## src/rtl/instr_fetch_unit.sv

```systemverilog
// Instruction fetch front end: issues in-order program-memory reads, buffers
// returned segments with their next-PC, and flushes/drains on a PC-load redirect.
//   state | meaning
//   BOOT  | first cycle after reset, no request issued
//   RUN   | normal fetch, responses enqueued
//   DRAIN | stale responses from before a redirect still returning; dropped
module instr_fetch_unit #(
  parameter int              AW       = 8,
  parameter int              IW       = 16,
  parameter int              DEPTH    = 4,
  parameter logic [AW-1:0]   RESET_PC = 8'h00
) (
  input  logic          clk,
  input  logic          rst_n,
  output logic          pm_req,
  output logic [AW-1:0] pm_addr,
  input  logic          pm_valid,
  input  logic [IW-1:0] pm_rdata,
  input  logic          redirect,
  input  logic [AW-1:0] redirect_pc,
  output logic          seg_valid,
  input  logic          seg_ready,
  output logic [IW-1:0] segment,
  output logic [AW-1:0] seg_npc
);

  localparam int PW = $clog2(DEPTH);
  localparam int CW = PW + 1;
  localparam logic [CW:0] DEPTH_W = (CW+1)'(DEPTH);

  typedef enum logic [1:0] {BOOT = 2'd0, RUN = 2'd1, DRAIN = 2'd2} state_t;

  state_t        state_q, state_d;
  logic [AW-1:0] fetch_pc_q, fetch_pc_d;
  logic [AW-1:0] retire_pc_q, retire_pc_d;
  logic [CW-1:0] occ_q, occ_d;
  logic [CW-1:0] inflight_q, inflight_d;
  logic [CW-1:0] drop_cnt_q, drop_cnt_d;
  logic [PW-1:0] rd_ptr_q, rd_ptr_d;
  logic [PW-1:0] wr_ptr_q, wr_ptr_d;
  logic [IW-1:0] instr_q [DEPTH];
  logic [IW-1:0] instr_d [DEPTH];
  logic [AW-1:0] npc_q [DEPTH];
  logic [AW-1:0] npc_d [DEPTH];

  logic          resp;
  logic          pop;
  logic          enq;
  logic [CW:0]   budget;
  logic [CW-1:0] stale;

  assign budget    = {1'b0, occ_q} + {1'b0, inflight_q};
  assign pm_req    = (state_q != BOOT) && !redirect && (budget < DEPTH_W);
  assign pm_addr   = fetch_pc_q;
  assign seg_valid = (occ_q != '0);
  assign segment   = seg_valid ? instr_q[rd_ptr_q] : '0;
  assign seg_npc   = seg_valid ? npc_q[rd_ptr_q] : '0;

  // A response with nothing outstanding is spurious and ignored outright.
  assign resp  = pm_valid && (inflight_q != '0);
  assign pop   = seg_valid && seg_ready;
  assign enq   = resp && !redirect && (drop_cnt_q == '0);
  assign stale = inflight_q - CW'(resp);

  always_comb begin
    state_d     = state_q;
    fetch_pc_d  = fetch_pc_q;
    retire_pc_d = retire_pc_q;
    occ_d       = occ_q;
    drop_cnt_d  = drop_cnt_q;
    rd_ptr_d    = rd_ptr_q;
    wr_ptr_d    = wr_ptr_q;
    instr_d     = instr_q;
    npc_d       = npc_q;
    inflight_d  = inflight_q + CW'(pm_req) - CW'(resp);

    if (pm_req) fetch_pc_d = fetch_pc_q + AW'(1);

    if (redirect) begin
      fetch_pc_d  = redirect_pc;
      retire_pc_d = redirect_pc;
      occ_d       = '0;
      rd_ptr_d    = '0;
      wr_ptr_d    = '0;
      drop_cnt_d  = stale;
      state_d     = (stale != '0) ? DRAIN : RUN;
    end else begin
      if (resp && (drop_cnt_q != '0)) drop_cnt_d = drop_cnt_q - CW'(1);
      if (enq) begin
        instr_d[wr_ptr_q] = pm_rdata;
        npc_d[wr_ptr_q]   = retire_pc_q + AW'(1);
        wr_ptr_d          = wr_ptr_q + PW'(1);
        retire_pc_d       = retire_pc_q + AW'(1);
      end
      if (pop) rd_ptr_d = rd_ptr_q + PW'(1);
      occ_d = occ_q + CW'(enq) - CW'(pop);
      case (state_q)
        BOOT:    state_d = RUN;
        RUN:     state_d = RUN;
        DRAIN:   if (drop_cnt_d == '0) state_d = RUN;
        default: state_d = BOOT;
      endcase
    end
  end

  always_ff @(posedge clk) begin
    if (!rst_n) begin
      state_q     <= BOOT;
      fetch_pc_q  <= RESET_PC;
      retire_pc_q <= RESET_PC;
      occ_q       <= '0;
      inflight_q  <= '0;
      drop_cnt_q  <= '0;
      rd_ptr_q    <= '0;
      wr_ptr_q    <= '0;
      for (int i = 0; i < DEPTH; i++) begin
        instr_q[i] <= '0;
        npc_q[i]   <= '0;
      end
    end else begin
      state_q     <= state_d;
      fetch_pc_q  <= fetch_pc_d;
      retire_pc_q <= retire_pc_d;
      occ_q       <= occ_d;
      inflight_q  <= inflight_d;
      drop_cnt_q  <= drop_cnt_d;
      rd_ptr_q    <= rd_ptr_d;
      wr_ptr_q    <= wr_ptr_d;
      instr_q     <= instr_d;
      npc_q       <= npc_d;
    end
  end

endmodule

```

## config.mk

```make
export PLATFORM = sky130hd
export DESIGN_NAME = instr_fetch_unit
export DESIGN_NICKNAME = d
export VERILOG_FILES = /design/src/rtl/instr_fetch_unit.sv
export SDC_FILE = /design/constraint.sdc
export NUM_CORES = 1
export LEC_CHECK = 0
export CAP_MARGIN = 20
export CORE_MARGIN = 10
export CORE_UTILIZATION = 30
export CTS_BUF_LIST = sky130_fd_sc_hd__clkbuf_16
export DETAILED_ROUTE_END_ITERATION = 10
export HOLD_SLACK_MARGIN = 0.05
export PLACE_DENSITY = 0.53
export RECOVER_POWER = 25
export SYNTH_ARGS = -nofsm -noshare
export SYNTH_HDL_FRONTEND = slang
export SYNTH_SLANG_ARGS = --single-unit
```

## constraint.sdc

```tcl
create_clock -name clk -period 2.6 [get_ports clk]
set_input_delay 0.26 -clock clk [delete_from_list [all_inputs] [get_ports clk]]
set_output_delay 0.26 -clock clk [all_outputs]
set_load 0.02 [all_outputs]
```

### Word level (Yosys, flattened, before mapping)

Cells that the tools add are included.

* add/subtract/negate cells: 11
* order comparisons: 4
* equal/unequal tests: 3
* multiplexer cells: 25
* bitwise logic cells: 4
* reduce and logical (&&, ||, !) cells: 22

Operator list (count)
* $bwmux 64: 1
* $mux 16: 4
* $mux 8: 8
* $bmux 16 s2: 1
* $bwmux 32: 1
* $demux 16 s2: 1
* $add 8x1->8 const B: 2
* $bmux 8 s2: 1
* $demux 8 s2: 1
* $reduce_bool 3->1: 4
* $mux 3: 3
* $sub 3x1->3: 3
* $logic_and 1x1->1: 8
* $add 3x1->3: 2
* $ge 3x3->1 const B: 2
* $logic_not 3->1: 2
* $mux 2: 3
* $not 2->3: 2
* $reduce_bool 2->1: 3
* $add 2x1->2 const B: 2
* $add 3x3->4: 1
* $lt 4x3->1 const B: 1
* $pmux 2 s2: 1
* $reduce_or 2->1: 2
* other kinds (9): 10

* bits in registers: 127
* bits of input ports: 29
* output and inout bits: 34

### Longest topological paths before layout

Gate-level depths: netlist (run 1).

* word-level depth: 9
* mapped depth: 14

### Least setup slack after synthesis (run 1)

OpenSTA, ideal clock, no wires.

* path kind: reg2reg
* from: reg drop_cnt_q[0]
* to: reg occ_q[2]
* setup time: 0.120 ns
* arrival: 2.349 ns
* slack: 0.132 ns
* stages on the path, launching flop included: 15
* buffers on the path: 1
* cell sequence: dfxtp_1 > inv_1 > ha_1 > ha_1 > and3b_1 > buf_2 > nand2_1 > ha_1 > inv_1 > ha_1 > inv_1 > fa_1 > xor2_1 > xnor2_1 > nor2_1

* word-level cells in the longest chain between the ends: 4

RTL lines
* start, declared: line 38 `logic [CW-1:0] drop_cnt_q, drop_cnt_d;`
* start signal, assigned: line 126 `drop_cnt_q <= drop_cnt_d;`
* $logic_not 3->1: line 62 `assign enq = resp && !redirect && (drop_cnt_q == '0);`
* $logic_and 1x1->1: line 62
* $add 3x1->3: line 96 `occ_d = occ_q + CW'(enq) - CW'(pop);`
* $sub 3x1->3: line 96
* end signal, assigned: line 111 `occ_q <= '0;`
* end signal, assigned: line 124 `occ_q <= occ_d;`
* end, declared: line 36 `logic [CW-1:0] occ_q, occ_d;`

No other way between the ends.
A chain may end at the register's enable or synchronous reset.

### Final worst setup path (run 1)

* from: reg rd_ptr_q[0]
* to: out segment[0]

* word-level cells in the longest chain between the ends: 5

RTL lines
* start, declared: line 39 `logic [PW-1:0] rd_ptr_q, rd_ptr_d;`
* start signal, assigned: line 127 `rd_ptr_q <= rd_ptr_d;`
* $not 2->3 (implied by the code): line 56 `assign segment = seg_valid ? instr_q[rd_ptr_q] : '0;`
* $bmux 16 s2: line 56
* $mux 16 (implied by the code) (2 in a row): line 56
* $mux 16: line 56
* end, declared: line 23 `output logic [IW-1:0] segment,`

No other way between the ends. The select of a mux whose other input is x is not followed.

==> run metrics, run 1 <==
post-route insts no fill=~990; clk_skew=0.00955 ns; FMAX=404 MHz; ys flop type=dfxtp_1; setup TNS=0 ns; Slew Limit Fails=0; total die area=around 26000 um2; total congestion overflow=0; CP Max Fanout=16; largest net degree at the start of global routing=88; CORE AREA=19400 um2; Worst Path Required=~2.3 ns; GRT Total Usage=0.121; crit-path leading delay family=buffers and inverters; DPL Wire Length=9.37 mm; R2R setup slack=0.25 ns; CTS root buf=clkbuf_16; worst path bufs/invs=2; worst-margin pin slew=0.930 ns; ANT cells=0; Hold Path End=instr_q[52]$_SDFFE_PN0P_; Ports=63; total number of vias=4673; Mapped Cells=658; Leak Pwr=between 2 and 3 nW; NumNets Final=755; Tmin final=~2.5 ns; arrival time worst endpoint=2.22 ns; worst skew pair latency=0.42 ns; postcts setup bufs=0; Die H=about 160 um; r2r worst-path depth=13; 1st-iter DRT viols=291; I/O Buffers=62; H-tree Lvls=4; Initial Util=0.304; via-per-instance ratio=~4.7; Synth async-reset ratio=0; fin crit share=0.952; die width=around 160 um; worst min-delay path class=reg -> reg; vias in the first global route=4676; largest stage delay on the critical path=0.53 ns; CTS tree=done; synthesized area per cell=between 8 and 9 um2; max-cap viol count=0; CP Class=reg -> out; CTS buffer count=17; Hold Path Stages=2; startpoint types=register; HP Start=instr_q[52]$_SDFFE_PN0P_; Placer Congestion=0.748; most frequent cells in the layout=nand2_1, dfxtp_1, a21oi_1; DR pass1 iterations=4; Synthesis Warnings=0; Max Buffers Root-to-Sink=2; ANT nets after route=0; Setup-failing EPs final=0; initial antenna violation count=0; Final Core Density=0.376; Fill cells=2046; cell total after placement=roughly 950; Post-Syn Area=5890 um2; VDD IR max=0.524 mV; Yosys cell types=46; slew margin rel.=0.379; Slowest cell on crit path=mux4_2; share of cells above drive strength 1=0.108; RSZ-0062 raised after global routing=false; worst path cell trace=buf_12 > mux4_2 > and2_1 > clkdlybuf4s50_1; status=finished clean; PD cells=732 nW/um2; endpoint class of the critical path=output pin; r2r startpoint=drop_cnt_q[0]$_SDFF_PN0_; hold slack=between 0.4 and 0.5 ns; post-synthesis net count=705; final hold viol count=0; first-pass GRT wire length=25.0 mm; WL final=15.1 mm; residual DRC count=0; drt wl/cell=15.3 um; commonest non-fill, non-tap cell in the layout=nand2_1; Yosys reg bits=about 130; Core Rows=51; post-synthesis sequential area ratio=0.432; Worst-path clk slew=0.06 ns; # clock sinks=127; Layout area overhead=23.7%; RR Endpoint=occ_q[2]$_SDFF_PP0_; Post-synth EDFFs=0
## where the power goes
part           internal (W)  switching, W  total, W
Sequential          0.00206     0.0000978   0.00216
Clock               0.00138      0.000859   0.00224
Combinational      0.000410      0.000518  0.000928
## state kept, by name, indices dropped and copies added, names as in the netlist
register     count
rd_ptr_q         2
retire_pc_q      8
occ_q            3
instr_q         64
wr_ptr_q         2
drop_cnt_q       3
npc_q           32
state_q          2
pm_addr          8
inflight_q       3
## cells in the mapped netlist (all sizes together) (16+ instances only)
library cell	number	area, um2
nand2	152	571
dfxtp	127	2540
a21oi	89	445
nor2	29	109
and2	26	163
buf	26	184
mux4	24	541
clkbuf	22	82.6
o21ai	22	110
a211oi	16	125
ha	16	200
xnor2	16	140
## kinds of logic after synthesis
family / count (synthesis) / synth area share
simple gates: 250 / 0.191
compound gates: 150 / 0.151
flops: 127 / 0.432
buf+inv: 64 / 0.0555
mux: 28 / 0.0986
xor+xnor: 21 / 0.0312
fa+ha+maj: 18 / 0.0408
## worst max-delay path by stage
stage | start | to | slack [ns] | cells after the start
after global placement | pm_valid | inflight_q[2]$_SDFF_PN0_ | 0.1 | 11
after detailed placement | pm_valid | inflight_q[2]$_SDFF_PN0_ | 0.08 | 11
after floorplan | drop_cnt_q[0]$_SDFF_PN0_ | occ_q[2]$_SDFF_PP0_ | 0.13 | 14
after global routing | drop_cnt_q[0]$_SDFF_PN0_ | occ_q[2]$_SDFF_PP0_ | 0.04 | 13
after CTS | rd_ptr_q[0]$_SDFFE_PP0P_ | seg_npc[0] | 0.008 | 4
final | rd_ptr_q[0]$_SDFFE_PP0P_ | segment[0] | 0.12 | 4
## worst reg2reg max path: stages, from the launching register on
cell	delay, ns
dfxtp_1	0.37
inv_1	0.06
ha_1	0.19
ha_1	0.18
and3b_1	0.19
nand2_1	0.08
ha_1	0.22
inv_1	0.05
ha_1	0.12
inv_1	0.04
fa_1	0.36
xor2_1	0.16
xnor2_1	0.13
nor2_1	0.05
## per-stage QoR
stage | power, W | area, um2 | setup WS (ns)
finish | 0.00533 | 7280 | 0.125
global route | 0.00562 | 7280 | 0.0386
CTS | 0.00541 | 7300 | 0.00848
detailed placement | 0.00314 | 6740 | 0.0787
global placement | 0.00314 | 6740 | 0.0966
floorplan | 0.00284 | 5890 | 0.132
## timing repair
item,4_1_cts,5_1_grt
resized for setup,2,3
cloned,0,0
pin swaps,0,0
setup endpoints to repair,1,6
hold buffers,0,0
## final cells by class
class | instances | area (um2) | share of cell area
Multi-Input combinational cell | 467 | 3020 | 0.414
Inverter | 16 | 60.1 | 0.00824
Sequential cell | 127 | 2540 | 0.349
Clock buffer | 17 | 425 | 0.0584
Timing Repair Buffer | 79 | 777 | 0.107
Tap cell | 265 | 332 | 0.0455
Clock inverter | 15 | 130 | 0.0179
## layer usage
metal	wire, um	GRT usage
met1	7390	0.158
met2	6640	0.182
met3	976	0.0429
met4	74	0.0376
met5	0	0
Note: power is estimated with default switching activity, not from simulation.
==> run 2: changes to the inputs <==
- CAP_MARGIN: 20 -> unset
==> results of run 2 <==
Final layout, timing and power as in run 1 (identical DEF).
==> run 3: changes to the inputs <==
- CELL_PAD_IN_SITES_DETAIL_PLACEMENT: unset -> 1
- CELL_PAD_IN_SITES_GLOBAL_PLACEMENT: unset -> 2
- CORE_MARGIN: 10 -> 2
- PLACE_DENSITY: 0.53 -> 0.77
- clock period: 2.6 -> 2.2 ns (I/O delays scaled with it)
==> run 3 against run 2 <==
Net effect:
- critical endpoint is now seg_npc[1]
- largest cell class unchanged
- the run now ends with negative setup slack left
- routed wire length up 17%
- non-clock buffer count up 34
- total power up 27%
- first-iteration DRC count down 48%
- sequential share of layout area down 2.1 points
- flip-flop and latch count unchanged
==> run metrics, run 3 (synthesis gave the netlist of run 1 again) <==
met3 usage in global routing=0.0325 (was 0.0429); ANT cells=0 (unchanged); RR Endpoint=inflight_q[2]$_SDFF_PN0_ (was occ_q[2]$_SDFF_PP0_); footprint of the multi-input gates=3160 um2 (was 3020 um2); cell total after placement=975 (was 954); Layout area overhead=32.0% (was 23.7%); WL final=17.7 mm (was 15.1 mm); via-per-instance ratio=4.99 (was 4.74); Largest Register=instr_q (unchanged); largest net degree at the start of global routing=88 (unchanged); Hold Path Stages=2 (unchanged); total number of vias=5090 (was 4673); total die area=20800 um2 (was 25600 um2); clk_skew=0.00725 ns (was 0.00955 ns); ANT nets after route=0 (unchanged); GRT Total Usage=0.179 (was 0.121); H-tree Lvls=4 (unchanged); drt wl/cell=17.4 um (was 15.3 um); first-pass GRT wire length=28.5 mm (was 25.0 mm); Leak Pwr=2.79 nW (was 2.55 nW); hold slack=0.453 ns (was 0.449 ns); Worst-path clk slew=0.05 ns (was 0.06 ns); share of cells above drive strength 1=0.221 (was 0.108); VDD IR max=0.538 mV (was 0.524 mV); Net Sw Frac=0.285 (was 0.277); end of the critical path=seg_npc[1] (was segment[0]); residual DRC count=0 (unchanged); CTS tree=done (unchanged); r2r startpoint=inflight_q[2]$_SDFF_PN0_ (was drop_cnt_q[0]$_SDFF_PN0_); met1 usage=0.206 (was 0.158); crit path from=rd_ptr_q[0]$_SDFFE_PP0P_ (unchanged); Core Rows=51 (unchanged); clock power share=0.407 (was 0.421); most frequent cells in the layout=nand2_1, dfxtp_1, a21oi_1 (unchanged); internal power=0.00484 W (was 0.00386 W); Placer Congestion=0.797 (was 0.748); r2r worst-path depth=10 (was 13); RSZ-0062 raised after global routing=true (was false); DR pass1 iterations=4 (unchanged); Ports=63 (unchanged); worst skew pair latency=0.42 ns (about the same); die width=144 um (was 160 um); 1st-iter DRT viols=152 (was 291); vias in the first global route=5604 (was 4676); CTS buffer count=17 (unchanged); Fill cells=2211 (was 2046); routing usage on met2=0.324 (was 0.182); Sw Pwr=0.00193 W (was 0.00148 W); Final Core Density=0.402 (was 0.376); max-cap viol count=0 (unchanged); largest registers=instr_q (64), npc_q (32) (unchanged); fin crit share=1.00; DPL Wire Length=11.4 mm (was 9.37 mm); arrival time worst endpoint=1.98 ns (was 2.22 ns); Max Buffers Root-to-Sink=2 (unchanged); # clock sinks=127 (unchanged); sequential share of power=0.380 (was 0.405); endpoint class of the critical path=output pin (unchanged); status=complete, but fails checks (was finished clean); initial antenna violation count=0 (unchanged); total congestion overflow=0 (unchanged); setup ws final=-0.00292 ns (was 0.125 ns); commonest non-fill, non-tap cell in the layout=nand2_1 (unchanged); CP Class=reg -> out (unchanged); final hold viol count=0 (unchanged); worst min-delay path class=reg -> reg (unchanged); GRT busiest layer=met2 (unchanged); CTS root buf=clkbuf_16 (unchanged); cell area after layout=7770 um2 (was 7280 um2); worst-margin pin slew=0.795 ns (was 0.930 ns); Setup-failing EPs final=1 (was 0); Worst Path Required=1.98 ns (was 2.34 ns); hold_buf cts=0 (unchanged); Die H=144 um (was 160 um); Cell Area, Placed=7050 um2 (was 6740 um2); CP Max Fanout=5 (was 16); post-route insts no fill=1020 (was 986); FF/Latch Area=2550 um2 (was 2540 um2); R2R setup slack=0.01 ns (was 0.25 ns); PD cells=870 nW/um2 (was 732 nW/um2); violated checks=negative setup slack; startpoint types=register (unchanged); Initial Util=0.305 (was 0.304); FMAX=454 MHz; slew margin rel.=0.461 (was 0.379); Slew Limit Fails=0 (unchanged); Comb power frac=0.213 (was 0.174); I/O Buffers=62 (unchanged); NumNets Final=789 (was 755); CORE AREA=19300 um2 (was 19400 um2); max reg flops=64 (unchanged); Tmin final=2.20 ns
==> run 3: changes by cell type in the layout (fill, tap and decap cells not counted), sizes merged, moves of 2 or more <==
cell	delta
buf	+45
clkbuf	+7
clkdlybuf4s15	+7
clkdlybuf4s50	-15
dlygate4sd3	-9
inv	-2
==> run 3: timing repair <==
item	CTS	global route
pin swaps	5	6
resized for setup	81	16
setup endpoints to repair	28	17
setup buffers	3	8
gates cloned	2	0
==> run 3: metrics by stage <==
| step | setup TNS, ns | worst slack, ns | total power [W] |
|---|---|---|---|
| after floorplan | -0.0296 | -0.0296 | 0.00345 |
| after global placement | -0.154 | -0.0912 | 0.00387 |
| after detailed placement | -0.465 | -0.208 | 0.00394 |
| after CTS | -0.314 | -0.0483 | 0.00677 |
| after global routing | -0.287 | -0.107 | 0.00709 |
| final | -0.00292 | -0.00292 | 0.00676 |
==> run 3: power by group through the flow <==
stage	Clock (W)	Combinational [W]	Sequential [W]
final	0.00275	0.00144	0.00257
after global placement	0	0.00127	0.00260
after detailed placement	0	0.00133	0.00261
after CTS	0.00282	0.00138	0.00257
after global routing	0.00291	0.00159	0.00259
after floorplan	0	0.000848	0.00260
==> run 3: final cells by class <==
type	instances	area share
Inverter	16	0.00821
Clock inverter	14	0.0159
Sequential cell	127	0.329
Clock buffer	18	0.0580
Timing Repair Buffer	113	0.140
Multi-Input combinational cell	467	0.406
Tap cell	265	0.0427
==> run 3: critical path, cell delays in order, from the launching register on <==
cell       delay (ns)
dfxtp_4          0.41
bufbuf_16        0.30
mux4_2           0.50
and2_1           0.20
buf_2            0.16
==> run 3: worst min path at each step <==
stage / from / end
6_report: instr_q[33]$_SDFFE_PN0P_ / instr_q[33]$_SDFFE_PN0P_
5_1_grt: pm_rdata[4] / instr_q[36]$_SDFFE_PN0P_
4_1_cts: pm_rdata[4] / instr_q[52]$_SDFFE_PN0P_
3_5_place_dp: instr_q[12]$_SDFFE_PN0P_ / instr_q[12]$_SDFFE_PN0P_
3_3_place_gp: instr_q[40]$_SDFFE_PN0P_ / instr_q[40]$_SDFFE_PN0P_
2_1_floorplan: pm_rdata[0] / instr_q[0]$_SDFFE_PN0P_
==> run 3: metal layers <==
layer,vias to the layer above,wire length (um)
met2,83,9130
met4,0,390
met1,2530,7680
li1,2446,-
met5,-,0
met3,31,522
==> RTL change 1: new RTL, flow settings as in run 1 <==
Encoding of `state_t`: now one-hot (3 bits for 3 states).
--- a/src/rtl/instr_fetch_unit.sv
+++ b/src/rtl/instr_fetch_unit.sv
@@ -28,7 +28,7 @@
   localparam int CW = PW + 1;
   localparam logic [CW:0] DEPTH_W = (CW+1)'(DEPTH);
 
-  typedef enum logic [1:0] {BOOT = 2'd0, RUN = 2'd1, DRAIN = 2'd2} state_t;
+  typedef enum logic [2:0] {BOOT = 3'b001, RUN = 3'b010, DRAIN = 3'b100} state_t;
 
   state_t        state_q, state_d;
   logic [AW-1:0] fetch_pc_q, fetch_pc_d;
Formal check against the unedited RTL: same outputs for any inputs over 4 cycles, from zero or initial values and one cycle with rst_n low; so few cycles prove little.
==> RTL change 1 against run 1 <==
Routed wire length rose by 6.3%. Utilization up 1.2 points. Synthesized area grew 1.4%. Sequential cell count up 1. Worst setup slack lost 51 ps. Synthesized cell count grew 0.61%. Power rose by 2.8%. Design area is 4.0% higher. Critical path type is now reg -> reg.
==> RTL change 1: results (changes against run 1) <==
Synth
  • Seq/Total Area, Yosys: 0.429 (-0.00253)
  • Count of different cell masters after synthesis: 37 (-20%)
  • Synth Instances: 662 (+0.61%)
  • Commonest cells in the netlist: 172 x nand2_1, 128 x dfxtp_1, 68 x a21boi_1
  • Syn Nets: 709 (+0.57%)
  • Area contributors post-synth: dfxtp_1 43%, nand2_1 11%, mux4_2 9.1%, a21boi_1 8.6%, and2_1 3.5%

Routing
  • Met1 WL: 7280 um (-1.6%)
  • DR WL met2: 7870 um (+18%)
  • Via density: 4.86 (+2.6%)
  • Drt total wl: 16000 um (+6.3%)
  • DR iter-0 viols: 304 (+4.5%)

Global route
  • Tot GR Track Use: 0.125 (+0.00440)
  • Vias in the first global route: 4982 (+6.5%)
  • M2 GR Usage: 0.206 (+0.0237)
  • Global Route met1 Usage: 0.154 (-0.00408)
  • Met3 Use GR: 0.0315 (-0.0114)
  • Largest net degree at the start of global routing: 69 (-22%)

Worst setup path
  • Slowest cell on the critical path: dfxtp_4
  • Number of cells on the worst reg-to-reg path: 10 (-3)
  • Crit-path max cell delay: 370 ps (-160 ps)
  • Top delay family on crit path: simple AND/OR/NAND/NOR gates
  • Crit Path Max Fanout: 6 (-10)
  • Worst EP arrival: 2840 ps (+620 ps)

Outcome
  • Status: finished, final reports clean

Worst hold path
  • WHS Path Cells: 3 (+1)
  • Hold WC Path Type: in -> reg

Final layout
  • Layout cells sized above 1: 0.125 (+0.0166)
  • # nets final: 772 (+2.3%)

Timing
  • WHS: 253 ps (-196 ps)
  • Relative slew slack: 0.597 (+0.218)
  • Fmax: 396 MHz (-2.0%)

Placed design
  • Placed cell areas: 6980 um2 (+3.6%)
  • Final Wtd Congestion: 0.764 (+2.1%)
  • Placed Cells: 971 (+1.8%)

Pwr
  • VDD IR-drop max: 468 uV (-11%)
## RTL change 1: cell types whose count changed after synthesis, sizes merged, moves of 7 or more
cell,before,now
a21boi,0,68
a21oi,89,28
buf,26,5
clkbuf,22,42
nand2,152,172
nor2,29,12
a211oi,16,0
o211a,3,15
and3,10,2
and2,26,33
## RTL change 1: final cells by class
cell class                 count  share of cell area
sequential                   128               0.339
tap                          265              0.0438
clock buffer                  17              0.0562
timing repair buffer          91               0.113
inverter                      14             0.00694
multi-input combinational    473               0.422
clock inverter                14              0.0187
## RTL change 1: power by group through the flow
stage                     Clock, mW  Combinational [mW]  Sequential, mW
after CTS                      2.34                1.02            2.19
after detailed placement          0                1.01            2.23
final                          2.29                1.00            2.19
after global routing           2.44                1.12            2.21
after global placement            0               0.985            2.22
after floorplan                   0               0.667            2.22
## RTL change 1: repair_timing
item,in CTS,in global routing
resized for setup,4,8
endpoints found under the hold margin,0,0
setup endpoints to repair,12,11
hold buffers,0,0
pin swaps,0,0
## RTL change 1: cells by family (layout without fill, tap and decap cells)
kind of cell | after synthesis | count (layout) | synth area share
AOI/OAI and AO/OA | 150 | 150 | 0.174
xor gates and xnor gates | 26 | 26 | 0.0381
adders and majority gates | 18 | 18 | 0.0402
buffers and inverters | 61 | 136 | 0.0390
DFF | 128 | 128 | 0.429
muxes | 24 | 24 | 0.0905
and+or+nand+nor | 255 | 255 | 0.189
## RTL change 1: path summary, 6_finish.rpt
path,start,endpoint
worst max-delay path,inflight_q[2]$_SDFF_PN0_,inflight_q[2]$_SDFF_PN0_
worst min-delay path,rst_n,drop_cnt_q[1]$_SDFF_PN0_
worst max register to register,inflight_q[2]$_SDFF_PN0_,inflight_q[2]$_SDFF_PN0_
worst min register to register,instr_q[23]$_SDFFE_PN0P_,instr_q[23]$_SDFFE_PN0P_
==> RTL change 2: new RTL, settings of run 1 <==
Made on the original files. `AW`: 8 -> 7.
--- a/src/rtl/instr_fetch_unit.sv
+++ b/src/rtl/instr_fetch_unit.sv
@@ -5,7 +5,7 @@
 //   RUN   | normal fetch, responses enqueued
 //   DRAIN | stale responses from before a redirect still returning; dropped
 module instr_fetch_unit #(
-  parameter int              AW       = 8,
+  parameter int              AW       = 7,
   parameter int              IW       = 16,
   parameter int              DEPTH    = 4,
   parameter logic [AW-1:0]   RESET_PC = 8'h00
Interface: changed (resized pm_addr, redirect_pc and seg_npc); port bits go from 63 to 60. The function was not compared with the original's and may differ.
==> RTL change 2 against run 1 <==
Synthesized area fell by 5.5%. Routed wire length barely moved. Sequential share of layout area fell by 0.17 points. Die area fell by 4.9%. Sequential cell count fell by 6. Worst setup slack got worse by 74 ps. Count of clock-buffer cells in the layout did not move. Cell count fell by 6.3%. Power rose by 0.80%. Design area fell by 4.3%. Hold slack improved by 2.8 ps. Largest power group unchanged.
==> RTL change 2: results (changes against run 1) <==
Outcome
  • Status: finished, final reports clean

Synth
  • Commonest cells in the netlist: 146 x nand2_1, 121 x dfxtp_1, 85 x a21oi_1
  • Synth warnings: 0 (unchanged)
  • Seq/Total Area, Yosys: 0.436 (+0.00376)
  • Area contributors post-synth: dfxtp_1 44%, nand2_1 9.9%, mux4_2 9.3%, a21oi_1 7.6%, ha_1 3.4%
  • Count of different cell masters after synthesis: 46 (unchanged)
  • Syn Nets: 675 (-4.3%)
  • Synth Instances: 630 (-4.3%)
  • Top_reg_cell synth: dfxtp_1
  • Share of flip-flops with an asynchronous set or reset: 0 (unchanged)

Worst setup path
  • Worst Setup SP: rd_ptr_q[0]$_SDFFE_PP0P_
  • Critical R2R Launch: occ_q[2]$_SDFF_PP0_
  • Setup crit end: seg_npc[6]
  • FF-to-FF End: inflight_q[2]$_SDFF_PN0_
  • Worst EP arrival: 2290 ps (+70 ps)
  • Crit Path Max Fanout: 10 (-6)
  • Number of cells on the worst reg-to-reg path: 9 (-4)
  • R2r setup slk: 110 ps (-140 ps)

Pwr
  • Leak pwr: 2.42 nW (-5.1%)
  • Switching power: 1.44 mW (-2.4%)
  • VDD IR-drop max: 545 uV (+3.9%)

Timing
  • Final worst slack: 51.0 ps (-73.6 ps)
  • Relative slew slack: 0.393 (+0.0141)
  • Clock skew: 7.96 ps (-1.59 ps)

Routing
  • DR WL/cell: 16.3 um (+6.7%)
  • Drt pass-1 iters: 4 (unchanged)
  • DR iter-0 viols: 362 (+24%)
  • Via density: 4.93 (+4.0%)

Global route
  • Vias in the first global route: 4657 (-0.41%)
  • Global Route met1 Usage: 0.148 (-0.00971)
  • Tot GR Track Use: 0.128 (+0.00679)
  • First-pass GRT wire length: 24600 um (-1.5%)
  • Largest net degree at the start of global routing: 85 (-3.4%)
  • Met3 Use GR: 0.0339 (-0.00902)
  • M2 GR Usage: 0.220 (+0.0380)

Placed design
  • Final Wtd Congestion: 0.815 (+8.9%)
  • Placed cell areas: 6400 um2 (-5.0%)
  • Worst slack at placement: 21.9 ps (-56.8 ps)
  • DP HPWL: 9950 um (+6.2%)
  • Placed Cells: 893 (-6.4%)
  • IO buf count: 59 (-4.8%)

Final layout
  • Top reg by flops: instr_q
  • # nets final: 728 (-3.6%)
  • Leading registers by flop count: instr_q x64, npc_q x28
  • Final Non-Filler Cells: 924 (-6.3%)
  • Layout cells sized above 1: 0.111 (+0.00261)

Clocking
  • Clk slew on worst S/H paths: roughly 50 ps
  • Clk_lat worst skew: 410 ps
  • H-tree Lvls: 4 (unchanged)
  • Clk root buf: clkbuf_16

Worst hold path
  • Hold WC Path Type: reg -> reg
RTL change 2: changes by cell type in the layout (fill, tap and decap cells not counted), sizes merged, moves of 6 or more:
| cell | before | now |
|---|---|---|
| nand3 | 15 | 27 |
| xnor2 | 16 | 8 |
| o211ai | 1 | 8 |
| dfxtp | 127 | 121 |
| nand2 | 152 | 146 |
| o21ai | 22 | 16 |
RTL change 2: power groups by stage:
stage / Combinational, mW / Sequential [mW] / Clock [mW]
3_3_place_gp: 0.910 / 2.10 / 0
5_1_grt: 1.03 / 2.09 / 2.51
3_5_place_dp: 0.941 / 2.11 / 0
6_report: 0.925 / 2.07 / 2.37
4_1_cts: 0.947 / 2.07 / 2.42
2_1_floorplan: 0.643 / 2.09 / 0
RTL change 2: area by class of cell:
cell class / instances / area, um2
fill: 1767 / 11100
multi-input combinational: 450 / 2880
sequential: 121 / 2420
timing repair buffer: 80 / 743
clock buffer: 17 / 425
clock inverter: 14 / 166
inverter: 13 / 48.8
tap: 229 / 287
RTL change 2: how the worst min path moves through the flow:
stage	start	end	slack, ps	cells after the start
2_1_floorplan	pm_rdata[0]	instr_q[0]$_SDFFE_PN0P_	400	2
3_3_place_gp	instr_q[44]$_SDFFE_PN0P_	instr_q[44]$_SDFFE_PN0P_	440	2
3_5_place_dp	instr_q[17]$_SDFFE_PN0P_	instr_q[17]$_SDFFE_PN0P_	450	2
4_1_cts	redirect_pc[0]	retire_pc_q[0]$_SDFFE_PN0P_	450	3
5_1_grt	instr_q[30]$_SDFFE_PN0P_	instr_q[30]$_SDFFE_PN0P_	470	2
6_report	instr_q[49]$_SDFFE_PN0P_	instr_q[49]$_SDFFE_PN0P_	450	2
RTL change 2: worst max-delay path: stages (launching register included):
cell and delay (ps):
dfxtp_2 350, buf_4 250, mux4_2 540, and2_1 200
clkdlybuf4s50_1 540
RTL change 2: kinds of logic after synthesis:
| group | after synthesis | share of synthesized area |
|---|---|---|
| and+or+nand+nor | 251 | 0.204 |
| AOI/OAI and AO/OA | 140 | 0.150 |
| DFF | 121 | 0.436 |
| buffers and inverters | 59 | 0.0463 |
| muxes | 25 | 0.0967 |
| xor gates and xnor gates | 17 | 0.0268 |
| adders and majority gates | 17 | 0.0409 |
RTL change 2: repair_timing:
| action | in CTS | in global routing |
|---|---|---|
| hold buffers | 0 | 0 |
| pin swaps | 0 | 1 |
| resized for setup | 2 | 3 |
| setup endpoints to repair | 15 | 20 |
RTL change 2: layer usage:
layer,share of wire,vias to the layer above
met5,0,-
met4,0.012,0
met3,0.052,9
met2,0.51,109
met1,0.43,2158
li1,-,2278
